--- src/rtl/x_play_sched.sv ---
// x_play_sched: sample playback scheduler sharing one memory port with a host, playback wins only in FETCH.
module x_play_sched #(
  parameter int ADDR_W = 11,
  parameter int DATA_W = 6,
  parameter int DIV_W  = 16
) (
  input  logic              i_clk,
  input  logic              i_rst,
  input  logic              i_en,
  input  logic              i_loop,
  input  logic [DIV_W-1:0]  i_div,
  input  logic [ADDR_W-1:0] i_start_addr,
  input  logic [ADDR_W-1:0] i_end_addr,
  input  logic              i_host_req,
  input  logic              i_host_we,
  input  logic [ADDR_W-1:0] i_host_addr,
  input  logic [DATA_W-1:0] i_host_wdata,
  output logic              o_host_gnt,
  output logic              o_host_rvalid,
  output logic [DATA_W-1:0] o_host_rdata,
  output logic [ADDR_W-1:0] o_mem_addr,
  output logic              o_mem_we,
  output logic [DATA_W-1:0] o_mem_wdata,
  input  logic [DATA_W-1:0] i_mem_rdata,
  output logic [DATA_W-1:0] o_bin,
  output logic              o_busy,
  output logic              o_done
);
  typedef enum logic [1:0] {IDLE, FETCH, CAPTURE, HOLD} state_t;
  state_t state, state_n;
  logic [ADDR_W-1:0] ptr;
  logic [DIV_W-1:0] cnt;
  logic hit, last;
  assign hit  = state == HOLD && cnt == i_div;
  assign last = ptr == i_end_addr;
  always_ff @(posedge i_clk or posedge i_rst) begin
    if (i_rst) begin
      state         <= IDLE;
      ptr           <= '0;
      cnt           <= '0;
      o_bin         <= '0;
      o_done        <= 1'b0;
      o_host_rvalid <= 1'b0;
    end else begin
      state         <= state_n;
      cnt           <= state == HOLD ? cnt + 1'b1 : '0;
      o_done        <= hit && i_en && last && !i_loop;
      o_host_rvalid <= o_host_gnt && !i_host_we;
      if (state == IDLE && i_en) ptr <= i_start_addr;
      if (hit && i_en) ptr <= last ? (i_loop ? i_start_addr : ptr) : ptr + 1'b1;
      if (state == CAPTURE && i_en) o_bin <= i_mem_rdata;
    end
  end
  // Dropping enable wins over every transition, so an in-flight capture is discarded.
  always_comb begin
    state_n = !i_en            ? IDLE :
              state == IDLE    ? FETCH :
              state == FETCH   ? CAPTURE :
              state == CAPTURE ? HOLD :
              !hit             ? HOLD :
              last && !i_loop  ? IDLE : FETCH;
  end
  always_comb begin
    o_busy       = state != IDLE;
    o_host_gnt   = i_host_req && state != FETCH;
    o_mem_addr   = state == FETCH ? ptr : i_host_addr;
    o_mem_we     = o_host_gnt && i_host_we;
    o_mem_wdata  = i_host_wdata;
    o_host_rdata = i_mem_rdata;
  end
endmodule

--- config.mk ---
export PLATFORM = sky130hd
export DESIGN_NAME = x_play_sched
export DESIGN_NICKNAME = d
export VERILOG_FILES = /design/src/rtl/x_play_sched.sv
export SDC_FILE = /design/constraint.sdc
export NUM_CORES = 1
export LEC_CHECK = 0
export BUFFER_PORTS_ARGS = -buffer_cell sky130_fd_sc_hd__clkbuf_2
export CAP_MARGIN = 20
export CORE_MARGIN = 10
export CORE_UTILIZATION = 49
export CTS_CLUSTER_SIZE = 16
export DETAILED_ROUTE_END_ITERATION = 12
export GPL_ROUTABILITY_DRIVEN = 0
export PLACE_DENSITY = 0.91
export RECOVER_POWER = 25
export SETUP_SLACK_MARGIN = 0.1
export SYNTH_ARGS = -nofsm -noshare
export SYNTH_HDL_FRONTEND = slang
export SYNTH_SLANG_ARGS = --single-unit
--- constraint.sdc ---
create_clock -name i_clk -period 2.66 [get_ports i_clk]
set_input_delay 0.532 -clock i_clk [delete_from_list [all_inputs] [get_ports i_clk]]
set_output_delay 0.532 -clock i_clk [all_outputs]
set_load 0.01 [all_outputs]
==> summary.md <==
| Metric | Value |
|---|---|
| Largest net degree at the start of global routing | 38 |
| CP max stage cell | or4_1 |
| TNS Setup | 0 ps |
| Top Ports | 101 |
| FP Rows | 25 |
| Most frequent cells in the layout | clkbuf_2 (88), dfrtp_1 (37), xor2_1 (23), nor2_1 (23) |
| Placed wire-length estimate | 5150 µm |
| Die X-Extent | 91.2 µm |
| Hold WC Path Type | in2reg |
| 1st-iter DRT viols | 100 |
| Fmax | 415 MHz |
| Full die area | 0.00832 mm² |
| Worst-skew pair later-pin latency | 290 ps |
| CORE AREA | 0.00482 mm² |
| Residual DRC | 0 |
| Fill cells | 422 |
| Via count | 2189 |
| # Post-CTS Setup Buffers | 0 |
| Area of the multi-input gates | 0.00138 mm² |
| Worst slew pin tran | 1960 ps |
| Register-to-Register Path Depth | 6 |
| Max-Cap Viols | 1 |
| Synthesis-stage register bit count | 37 |
| Crit path cell chain | xor2_1 -> or4_1 -> nor3b_1 -> nand4b_1 -> o21ai_0 -> a22oi_2 |
| Worst setup path startpoint | cnt[4] |
| CTS tree | yes |
| Asr flop ratio synth | 1.00 |
| Critical path endpoint | ptr[7] |
| Clock root cell | clkbuf_8 |
| Most common cell after layout, fill and taps aside | clkbuf_2 |
| Avg Cell Area, Syn | 9.52 µm² |
| Post-Syn Instances | 261 |
| Vias in the first global route | 2247 |
| Worst Skew | 8.13 ps |
| Chip height | 91.2 µm |
| Post-synth EDFFs | 0 |
| Routed Antenna Nets | 0 |
| Max-slew violation count | 38 |
| Vias per cell | 5.35 |
| Synth cell types | 38 |
| Reg-to-reg endpoint | ptr[7] |
| Rel. slew slack | -0.306 |
| Min Tclk post-route | 2410 ps |
| Power Density | 502 mW/mm² |
| Port Buffer Count | 88 |
| Tcrit/Tclk final | 0.907 |
| CP Launch Type | flop |
| Antenna violations before repair | 0 |
| PostCTS Resize Cnt | 0 |
| Initial DRT Pass Iterations | 4 |
| Failing checks | max-capacitance violations, max-slew violations |
| Setup crit end kind | flop |
| Total track usage | 0.155 |
| WP data arrival | 2580 ps |
| Share of cells above drive strength 1 | 0.374 |
| Non-Filler Instances | 409 |
| Post-CTS Hold Buffers | 0 |
| Placed cell area | 0.00294 mm² |
| Reg area | 926 µm² |
| Critical Path Fanout Max | 9 |
| H-tree depth | 2 |
| Diodes inserted | 0 |
| Netlist Area Pre-Place | 0.00248 mm² |
| WL/cell | 15.9 µm |
| Critical path type | reg2reg |
| FF-to-FF setup slack | 250 ps |
| Peak supply drop | 0.000263 V |
| Layout area overhead | 21.6% |
| Grt total ovfl | 0 |
| Initial core utilization | 0.516 |
| Most used DFF post-synth | dfrtp_1 |
| Sequential cell area fraction in the yosys report | 0.373 |
| Reg clk slew, reported paths | 80 ps |
| Final setup vio count | 0 |
| Status | finished with violations |
| Final hold viol count | 0 |
| First-pass GRT wire length | 10700 µm |
| Slowest stage delay, CP | 570 ps |
| RSZ-0062 raised after global routing | false |
| Clk sinks | 37 |
| Cell area after layout | 0.00302 mm² |
| Ys Warns | 0 |
| Leak | 1.44 nW |
| FF-to-FF Start | cnt[4] |
| Net count after synthesis | 330 |
| Maximum clock path buffer count | 2 |
| Cells after DPL | 401 |
| Final wirelength | 6490 µm |
| CTS buffer count | 5 |
| CP required | 2830 ps |
| Fin nets | 410 |
-- worst min-delay path by stage --
stage          cells after the start  slack, ps      start            end
2_1_floorplan                      1        490     cnt[0]         cnt[0]
3_3_place_gp                       1        490   o_bin[4]       o_bin[4]
3_5_place_dp                       1        490   o_bin[5]       o_bin[5]
4_1_cts                            3        340      i_rst         cnt[1]
5_1_grt                            2        380  i_host_we  o_host_rvalid
6_report                           2        400  i_host_we  o_host_rvalid
-- through the flow --
stage	utilization	setup WS [ps]	power, mW	hold WS (ps)
4_1_cts	0.628	262	1.53	340
2_1_floorplan	-	281	0.986	490
6_report	0.627	248	1.52	397
3_5_place_dp	0.610	48.4	1.15	493
5_1_grt	0.627	142	1.62	378
3_3_place_gp	0.610	153	1.12	485
-- worst max-delay path: cells and delay by family (launching register included) --
family                    cells  cell delay (ps)
and+or+nand+nor               3             1180
AOI/OAI and AO/OA             2              490
DFF                           1              440
xor gates and xnor gates      1              180
-- sequential cells by signal, indices dropped and copies added (netlist names) --
signal	count
o_host_rvalid	1
state	2
cnt	16
o_done	1
ptr	11
o_bin	6
-- area by class of cell --
type | count | area share
Multi-Input combinational cell | 190 | 0.458
Sequential cell | 37 | 0.306
Timing Repair Buffer | 94 | 0.164
Tap cell | 67 | 0.0277
Clock buffer | 5 | 0.0228
Inverter | 13 | 0.0161
Clock inverter | 3 | 0.00580
-- cells by family (layout without fill, tap and decap cells) --
logic type | count (synthesis) | count (layout) | synth area share
DFF | 37 | 37 | 0.373
muxes | 24 | 24 | 0.104
buffers and inverters | 34 | 115 | 0.0740
and+or+nand+nor | 94 | 94 | 0.211
AOI/OAI and AO/OA | 31 | 31 | 0.0911
adders and majority gates | 2 | 2 | 0.0101
xor gates and xnor gates | 39 | 39 | 0.137
-- synthesized netlist by cell type, types with 2 or more instances --
master / count / area share
ha_1: 2 / 0.010
nand2_1: 16 / 0.024
or3_1: 3 / 0.0076
nor2_1: 23 / 0.035
xnor2_1: 16 / 0.056
nand3_1: 10 / 0.020
mux2_2: 14 / 0.063
nor3_1: 5 / 0.010
buf_4: 12 / 0.036
clkbuf_1: 5 / 0.0076
xor2_1: 23 / 0.081
buf_2: 3 / 0.0060
inv_1: 13 / 0.020
nand4_1: 9 / 0.023
and3_1: 10 / 0.025
a21oi_1: 5 / 0.010
mux2i_1: 10 / 0.040
dfrtp_1: 37 / 0.37
a22oi_2: 8 / 0.040
nor4_1: 5 / 0.013
and2_1: 2 / 0.0050
o21ai_0: 14 / 0.028
-- power by group --
part / total, mW / internal (mW) / switching, mW
Clock: 0.383 / 0.181 / 0.202
Combinational: 0.428 / 0.212 / 0.216
Sequential: 0.705 / 0.626 / 0.0787
Total: 1.52 / 1.02 / 0.497
-- layer usage --
metal / track usage / share of wire / up-vias
met2: 0.251 / 0.50 / 87
li1: - / - / 1060
met3: 0.0593 / 0.078 / 10
met5: 0 / 0 / -
met4: 0.0614 / 0.017 / 0
met1: 0.180 / 0.40 / 1032
Note: power is estimated with default switching activity, not from simulation.
